`src/rtl/spi_lcd_phy_arb_pkg.sv`:
```
// Shared types and helpers for the LCD PHY arbiter and its round-robin picker.
//   arb_state_e : arbiter FSM state (IDLE between owners, GRANT while a port owns the PHY)
//   idx_w()     : width of an index into an n-entry vector (minimum 1 bit)
package spi_lcd_phy_arb_pkg;

  typedef enum logic {
    ST_IDLE  = 1'b0,
    ST_GRANT = 1'b1
  } arb_state_e;

  function automatic int unsigned idx_w(input int unsigned n);
    return (n > 1) ? $clog2(n) : 1;
  endfunction

endpackage

```
`src/rtl/spi_lcd_phy_arb_pick.sv`:
```
// Combinational round-robin picker (module arb_rr_pick).
// Scans i_req upward from (i_last+1) mod N, wrapping, and returns the first
// set requester as a one-hot vector.
//   i_req    in  N    request vector
//   i_last   in  LW   index of the previous owner
//   o_onehot out N    one-hot winner, 0 when no request
//   o_any    out 1    at least one request present
module arb_rr_pick
  import spi_lcd_phy_arb_pkg::*;
#(
  parameter int unsigned N = 2
) (
  input  logic [N-1:0]        i_req,
  input  logic [idx_w(N)-1:0] i_last,
  output logic [N-1:0]        o_onehot,
  output logic                o_any
);

  logic w_found;

  always_comb begin
    o_onehot = '0;
    w_found  = 1'b0;
    // Priority distance k = 1..N from the last owner; the nearest request wins.
    for (int unsigned k = 1; k <= N; k++) begin
      for (int unsigned i = 0; i < N; i++) begin
        if (!w_found && (i == ((32'(i_last) + k) % N)) && i_req[i]) begin
          o_onehot[i] = 1'b1;
          w_found     = 1'b1;
        end
      end
    end
  end

  assign o_any = |i_req;

endmodule

```
`src/rtl/spi_lcd_phy_arb.sv`:
```
// Round-robin arbiter sharing one LCD PHY byte stream between N_PORTS producers.
// A grant covers a whole locked transaction and is always followed by one IDLE
// cycle before the next owner. Optional idle timeout force-releases a port that
// holds its lock without sending bytes.
//   clk, rst   : clock, synchronous active-high reset
//   req_data   : byte for port i at [8*i+:8]
//   req_rs     : RS bit per port (0 = command, 1 = data)
//   req_valid  : byte valid per port
//   req_ready  : byte accepted per port (only the owner sees phy_ready)
//   req_lock   : port is inside a transaction
//   phy_data/phy_rs/phy_valid/phy_ready : PHY-side byte stream
//   grant      : one-hot current owner, 0 when idle
//   err_to     : sticky forced-release flag, cleared only by rst
module spi_lcd_phy_arb
  import spi_lcd_phy_arb_pkg::*;
#(
  parameter int unsigned N_PORTS = 2,
  parameter int unsigned IDLE_TO = 0
) (
  input  logic                 clk,
  input  logic                 rst,
  input  logic [8*N_PORTS-1:0] req_data,
  input  logic [N_PORTS-1:0]   req_rs,
  input  logic [N_PORTS-1:0]   req_valid,
  output logic [N_PORTS-1:0]   req_ready,
  input  logic [N_PORTS-1:0]   req_lock,
  output logic [7:0]           phy_data,
  output logic                 phy_rs,
  output logic                 phy_valid,
  input  logic                 phy_ready,
  output logic [N_PORTS-1:0]   grant,
  output logic                 err_to
);

  localparam int unsigned LW      = idx_w(N_PORTS);
  localparam int unsigned CW      = (IDLE_TO > 0) ? $clog2(IDLE_TO + 1) : 1;
  localparam bit          TO_EN   = (IDLE_TO > 0);
  localparam logic [CW-1:0] CNT_MAX = CW'((IDLE_TO > 0) ? IDLE_TO - 1 : 0);

  arb_state_e          r_state, w_state_nxt;
  logic [N_PORTS-1:0]  r_grant, w_grant_nxt;
  logic [LW-1:0]       r_last, w_last_nxt;
  logic [CW-1:0]       r_idle_cnt, w_idle_cnt_nxt;
  logic                r_err_to, w_err_to_nxt;

  logic [N_PORTS-1:0]  w_pick;
  logic                w_any;
  logic [LW-1:0]       w_gidx;
  logic                w_gvalid, w_glock, w_release, w_timeout;

  arb_rr_pick #(.N(N_PORTS)) u_pick (
    .i_req    (req_lock | req_valid),
    .i_last   (r_last),
    .o_onehot (w_pick),
    .o_any    (w_any)
  );

  // Owner index and AND-OR output mux on the one-hot grant.
  always_comb begin
    w_gidx    = '0;
    phy_data  = '0;
    phy_rs    = 1'b0;
    phy_valid = 1'b0;
    for (int unsigned i = 0; i < N_PORTS; i++) begin
      if (r_grant[i]) w_gidx = LW'(i);
      phy_data  = phy_data  | (req_data[8*i +: 8] & {8{r_grant[i]}});
      phy_rs    = phy_rs    | (req_rs[i]    & r_grant[i]);
      phy_valid = phy_valid | (req_valid[i] & r_grant[i]);
    end
  end

  assign req_ready = r_grant & {N_PORTS{phy_ready}};
  assign grant     = r_grant;
  assign err_to    = r_err_to;

  assign w_gvalid  = |(req_valid & r_grant);
  assign w_glock   = |(req_lock & r_grant);
  // Never release while the owner's byte is still waiting on the PHY.
  assign w_release = ~w_glock & ~(w_gvalid & ~phy_ready);
  assign w_timeout = TO_EN & w_glock & ~w_gvalid & (r_idle_cnt == CNT_MAX);

  always_comb begin
    w_state_nxt    = r_state;
    w_grant_nxt    = r_grant;
    w_last_nxt     = r_last;
    w_idle_cnt_nxt = r_idle_cnt;
    w_err_to_nxt   = r_err_to;
    unique case (r_state)
      ST_IDLE: begin
        w_idle_cnt_nxt = '0;
        if (w_any) begin
          w_grant_nxt = w_pick;
          w_state_nxt = ST_GRANT;
        end
      end
      ST_GRANT: begin
        if (w_release || w_timeout) begin
          w_state_nxt    = ST_IDLE;
          w_grant_nxt    = '0;
          w_last_nxt     = w_gidx;
          w_idle_cnt_nxt = '0;
          w_err_to_nxt   = r_err_to | w_timeout;
        end else if (w_gvalid) begin
          w_idle_cnt_nxt = '0;
        end else if (TO_EN && w_glock && (r_idle_cnt != CNT_MAX)) begin
          w_idle_cnt_nxt = r_idle_cnt + 1'b1;
        end
      end
      default: w_state_nxt = ST_IDLE;
    endcase
  end

  always_ff @(posedge clk) begin
    if (rst) begin
      r_state    <= ST_IDLE;
      r_grant    <= '0;
      r_last     <= LW'(N_PORTS - 1);
      r_idle_cnt <= '0;
      r_err_to   <= 1'b0;
    end else begin
      r_state    <= w_state_nxt;
      r_grant    <= w_grant_nxt;
      r_last     <= w_last_nxt;
      r_idle_cnt <= w_idle_cnt_nxt;
      r_err_to   <= w_err_to_nxt;
    end
  end

endmodule

```
`config.mk`:
```
export PLATFORM = sky130hd
export DESIGN_NAME = spi_lcd_phy_arb
export DESIGN_NICKNAME = d
export VERILOG_FILES = /design/src/rtl/spi_lcd_phy_arb_pkg.sv /design/src/rtl/spi_lcd_phy_arb_pick.sv /design/src/rtl/spi_lcd_phy_arb.sv
export SDC_FILE = /design/constraint.sdc
export NUM_CORES = 1
export LEC_CHECK = 0
export ABC_AREA = 1
export BUFFER_PORTS_ARGS = -buffer_cell sky130_fd_sc_hd__buf_2
export CELL_PAD_IN_SITES_DETAIL_PLACEMENT = 1
export CELL_PAD_IN_SITES_GLOBAL_PLACEMENT = 1
export CORE_UTILIZATION = 19
export DETAILED_ROUTE_END_ITERATION = 7
export HOLD_SLACK_MARGIN = 0.08
export PLACE_DENSITY = 0.76
export SLEW_MARGIN = 20
export SYNTH_ARGS = -nofsm -noshare
export SYNTH_HDL_FRONTEND = slang
export SYNTH_HIERARCHICAL = 1
export SYNTH_SLANG_ARGS = --single-unit
```
`constraint.sdc`:
```
create_clock -name clk -period 1.19 [get_ports clk]
set_clock_uncertainty 0.1 [all_clocks]
set_input_delay 0.238 -clock clk [delete_from_list [all_inputs] [get_ports clk]]
set_output_delay 0.238 -clock clk [all_outputs]
set_load 0.02 [all_outputs]
```
* After elaboration in Yosys (flattened, before gate mapping)
Index checks and enable logic that the tools add are counted.
** Cells by class
- Muxes and demuxes :: 13
- Equal/unequal tests :: 2
- Reductions and logical operators :: 17
- Add/subtract/negate cells :: 2
- Bitwise gates (word level) :: 19
** Operators with widths (number)
- $logic_not 32->1 :: 2
- $and 8x8->8 :: 2
- $mux 1 :: 9
- $or 8x8->8 :: 1
- $logic_and 1x1->1 :: 7
- $and 1x1->1 :: 6
- $and 2x2->2 :: 3
- $reduce_or 2->1 :: 3
- $mux 2 :: 2
- $ne 2x1->1 const B :: 2
- $not 1->1 :: 4
- $pmux 2 s2 :: 1
- $reduce_and 2->1 :: 2
- $logic_not 1->1 :: 3
- $add 1x1->1 const B :: 2
- $or 1x1->1 :: 2
- $or 2x2->2 :: 1
- $pmux 1 s2 :: 1
** Word-level totals
- Input bits :: 25
- Flip-flop bits (word level) :: 4
- Word-level logic and storage cells :: 56

* Depth between registers and ports, before layout
- Word-level depth :: 18
- Depth in mapped cells :: 6
- Depth with buffers taken out :: 6

* Hierarchy
The synthesis kept the hierarchy.
** By module, submodules not included
- spi_lcd_phy_arb :: area an instance 329.1 um2, instances 1, seq. area each 80.1 um2, cells each 49
- arb_rr_pick :: area an instance 25.0 um2, instances 1, seq. area each 0.0 um2, cells each 6

* Worst setup path after synthesis
Ideal clock, no wire load.
- Path type :: reg-to-output
- From :: reg r_grant[0] (netlist: grant[0])
- To :: out phy_data[0]
- Required time :: 0.852 ns
- Arrival :: 0.947 ns
- Stages on the path, launching flop included :: 3
- Path slack :: -0.095 ns
- Cell sequence :: dfxtp_1 buf_2 a22o_1
** Between the ends
- Cells in the longest elaborated chain, start to end :: 2
** RTL lines
- start, declared :: line spi_lcd_phy_arb.sv:41 : logic [N_PORTS-1:0] r_grant, w_grant_nxt;
- start signal, assigned :: line spi_lcd_phy_arb.sv:122 : r_grant <= w_grant_nxt;
- $and 8x8->8 :: line spi_lcd_phy_arb.sv:66 : phy_data = phy_data | (req_data[8*i +: 8] & {8{r_grant[i]}});
- $or 8x8->8 :: line spi_lcd_phy_arb.sv:66
- end, declared :: line spi_lcd_phy_arb.sv:27 : output logic [7:0] phy_data,
Every way passes these cells.

* Worst setup path in the final report
- From :: reg r_grant[1] (netlist: grant[1])
- To :: out phy_data[0]
The elaborated chain is that of the path after synthesis.

==> summary.txt <==
Placement
  – Dpl cell area: 567 um2
  – Inst Count DP: 116
  – HPWL Detailed: 1080 um
  – Place WS: -0.131 ns
  – # port buffers: 38
  – GP Congestion: 0.767

Power and ir drop
  – Clock Power Share: 23.7%
  – Net Sw Frac: 37.4%
  – P_int: 0.455 mW
  – Sequential Power Share: 24.2%
  – Leak Pwr: 0.423 nW
  – Switching pwr: 0.272 mW
  – P per Cell Area: 960 mW/mm2
  – Worst VDD drop: 0.412 mV
  – Logic pwr share: 52.1%

Setup path
  – Worst setup SP type: flip-flop
  – CP endpoint: phy_data[0]
  – Worst setup path class: reg2out
  – CP Launch Point: grant[1]
  – WP data arrival: 1.05 ns
  – RR Startpoint: grant[1]
  – Flop2flop setup slack: -0.09 ns
  – Critical path capture point type: primary output
  – R2R depth: 8
  – Critical path required time: 0.85 ns
  – R2R Path End: grant[1]
  – Crit Path Max Fanout: 6

Floorplanning
  – Die Area: 0.00204 mm2
  – Row count: 15
  – Io pins: 40
  – Die W: 45.2 um
  – Starting Density: 20.3%
  – Die extent in y: 45.2 um
  – CORE AREA: 0.00175 mm2

Detailed routing
  – DR vias/cell: 4.51
  – Routed WL: 1640 um
  – Initial DRC count: 4
  – Wire per inst: 13.3 um
  – Detailed Routing Iterations Pass 1: 3
  – Antenna violation net count after detailed routing: 0
  – DR vias: 555
  – Residual DRC count: 0

Logic synthesis
  – Yosys reg bits: 4
  – Synth unique cells: 13
  – Synth Cell Area: 354 um2
  – Post-synthesis compound-gate area fraction: 30.7%
  – Largest area contributor in the netlist: dfxtp_1
  – Syn avg cell area: 6.44 um2
  – Top cell type's share of synthesized area: 22.6%
  – Post-Synth Adder-Cell Area: 0%
  – Synth Area in XOR/XNOR: 0%
  – Syn Inst Count: 55
  – Syn_nets: 80
  – Synth top area cells: dfxtp_1, a22o_1, nand2_1
  – Seq/Total Area, Yosys: 22.6%
  – Syn. warnings: 6
  – Post-synthesis mux area share: 0%
  – Main combinational cell family by area after synthesis: compound AO/OA/AOI/OAI gates
  – Post-Synth Simple-Gate Area: 29.0%

Min path
  – Hold Path Origin: rst
  – Hold Path Class: in2reg

Clock network
  – CTS root buffer: clkbuf_4
  – Clk sinks: 4
  – CTS Hold Bufs: 0
  – Worst-Skew Late Latency: 0.24 ns
  – Clk pin slew, worst setup/hold paths: 0.04 ns
  – CTS Buffer Depth: 2
  – TritonCTS clock tree: done
  – CTS buffer count: 3
  – H-tree depth: 1

GRT
  – Initial antenna violation count: 0
  – Wire length of the first global-routing pass: 2310 um
  – Pin count of the biggest net entering global routing: 14
  – Number of global-route vias before repair: 584
  – Grt total ovfl: 0
  – GR Util All Layers: 15.7%

Flow run
  – Max Cap Viol: 0

Final layout
  – Fin cells: 123
  – Post-layout util: 43.4%
  – Area delta synth->final: 114%
  – Share of post-route cells with drive strength above 1: 67.3%
  – # diodes: 0
  – Final Cell Area: 757 um2
  – NumNets Final: 125

Timing
  – Fin crit share: 117%
  – Max Clk Rate: 718 MHz
  – Setup WS post-layout: -0.203 ns
  – Slew Limit Fails: 0
  – Setup Viol. Count Final: 16
  – Final Critical Period: 1.39 ns
  – Final hold violations: 0
  – RSZ-0062 raised after global routing: true
  – Min Hold Slack: 0.103 ns

Run status
  – Violated checks: setup timing
  – Status: finished, violations left
[routing by layer]
metal / track usage (%) / wire length, um
met1: 14.2 / 644
met2: 32.2 / 888
met3: 5.60 / 104
met4: 3.64 / 0
met5: 0 / 0
[kinds of logic after synthesis]
family / count (synthesis)
AO/OA/AOI/OAI: 15
buffers and inverters: 13
flip-flops: 4
AND/OR/NAND/NOR: 22
other: 1
[critical path, cell delays in order (launching register included)]
cell,delay [ns]
dfxtp_2,0.33
buf_6,0.13
a22o_1,0.23
buf_6,0.14
[repair_timing]
item / in CTS / in global routing
pin swaps: 1 / 5
endpoints found under the hold margin: 0 / 0
gates cloned: 1 / 0
buffers inserted: 3 / 1
endpoints found under the setup margin: 17 / 18
resized for setup: 38 / 9
[power groups by stage]
stage               Clock (mW)  Sequential [mW]  Combinational, mW
detailed placement           0            0.177              0.262
finish                   0.172            0.176              0.379
global route             0.194            0.180              0.406
floorplan                    0            0.168              0.167
global placement             0            0.175              0.255
CTS                      0.174            0.176              0.362
[state kept, by name (all words and copies together), names as in the netlist]
name / count
grant: 2
r_state: 1
r_last: 1
[area by class of cell]
cell class,count,area (um2)
Clock buffer,3,22.5
Fill cell,239,988
Inverter,9,33.8
Multi-Input combinational cell,38,260
Sequential cell,4,85.1
Tap cell,25,31.3
Timing Repair Buffer,44,324
[through the flow]
step                      setup TNS, ns  power, mW
final                             -2.15      0.727
after detailed placement         -0.351      0.439
after CTS                         -2.29      0.712
after global placement           -0.241      0.430
after floorplan                       0      0.335
after global routing              -2.83      0.779
[worst min path at each step]
stage	depth (start not counted)	slack, ns	end
2_1_floorplan	1	0.20	grant[0]
3_3_place_gp	2	0.33	grant[1]
3_5_place_dp	2	0.33	grant[0]
4_1_cts	2	0.09	grant[0]
5_1_grt	2	0.09	grant[0]
6_report	2	0.10	grant[0]
[placed cells by master, fill, tap and decap left out]
cell type  instances
a21oi_2            2
a22o_1             9
nor2_4             1
nand3_1            4
buf_4              4
a21oi_1            3
nand2_1            6
buf_6             15
o21ai_0            1
dfxtp_1            2
nand3_2            2
nand2_4            2
nand2_2            5
dfxtp_2            1
conb_1             1
or2_2              2
buf_2             25
inv_2              3
clkbuf_4           3
inv_1              6
dfxtp_4            1
[synth_stat cells, drive strengths merged]
cell and count:
a21oi 5, a22o 9, buf 4, conb 1, dfxtp 4, inv 9, nand2 13, nand3 6
nor2 1, o21ai 1, or2 2
No activity file was read; power rests on OpenSTA's default activity.
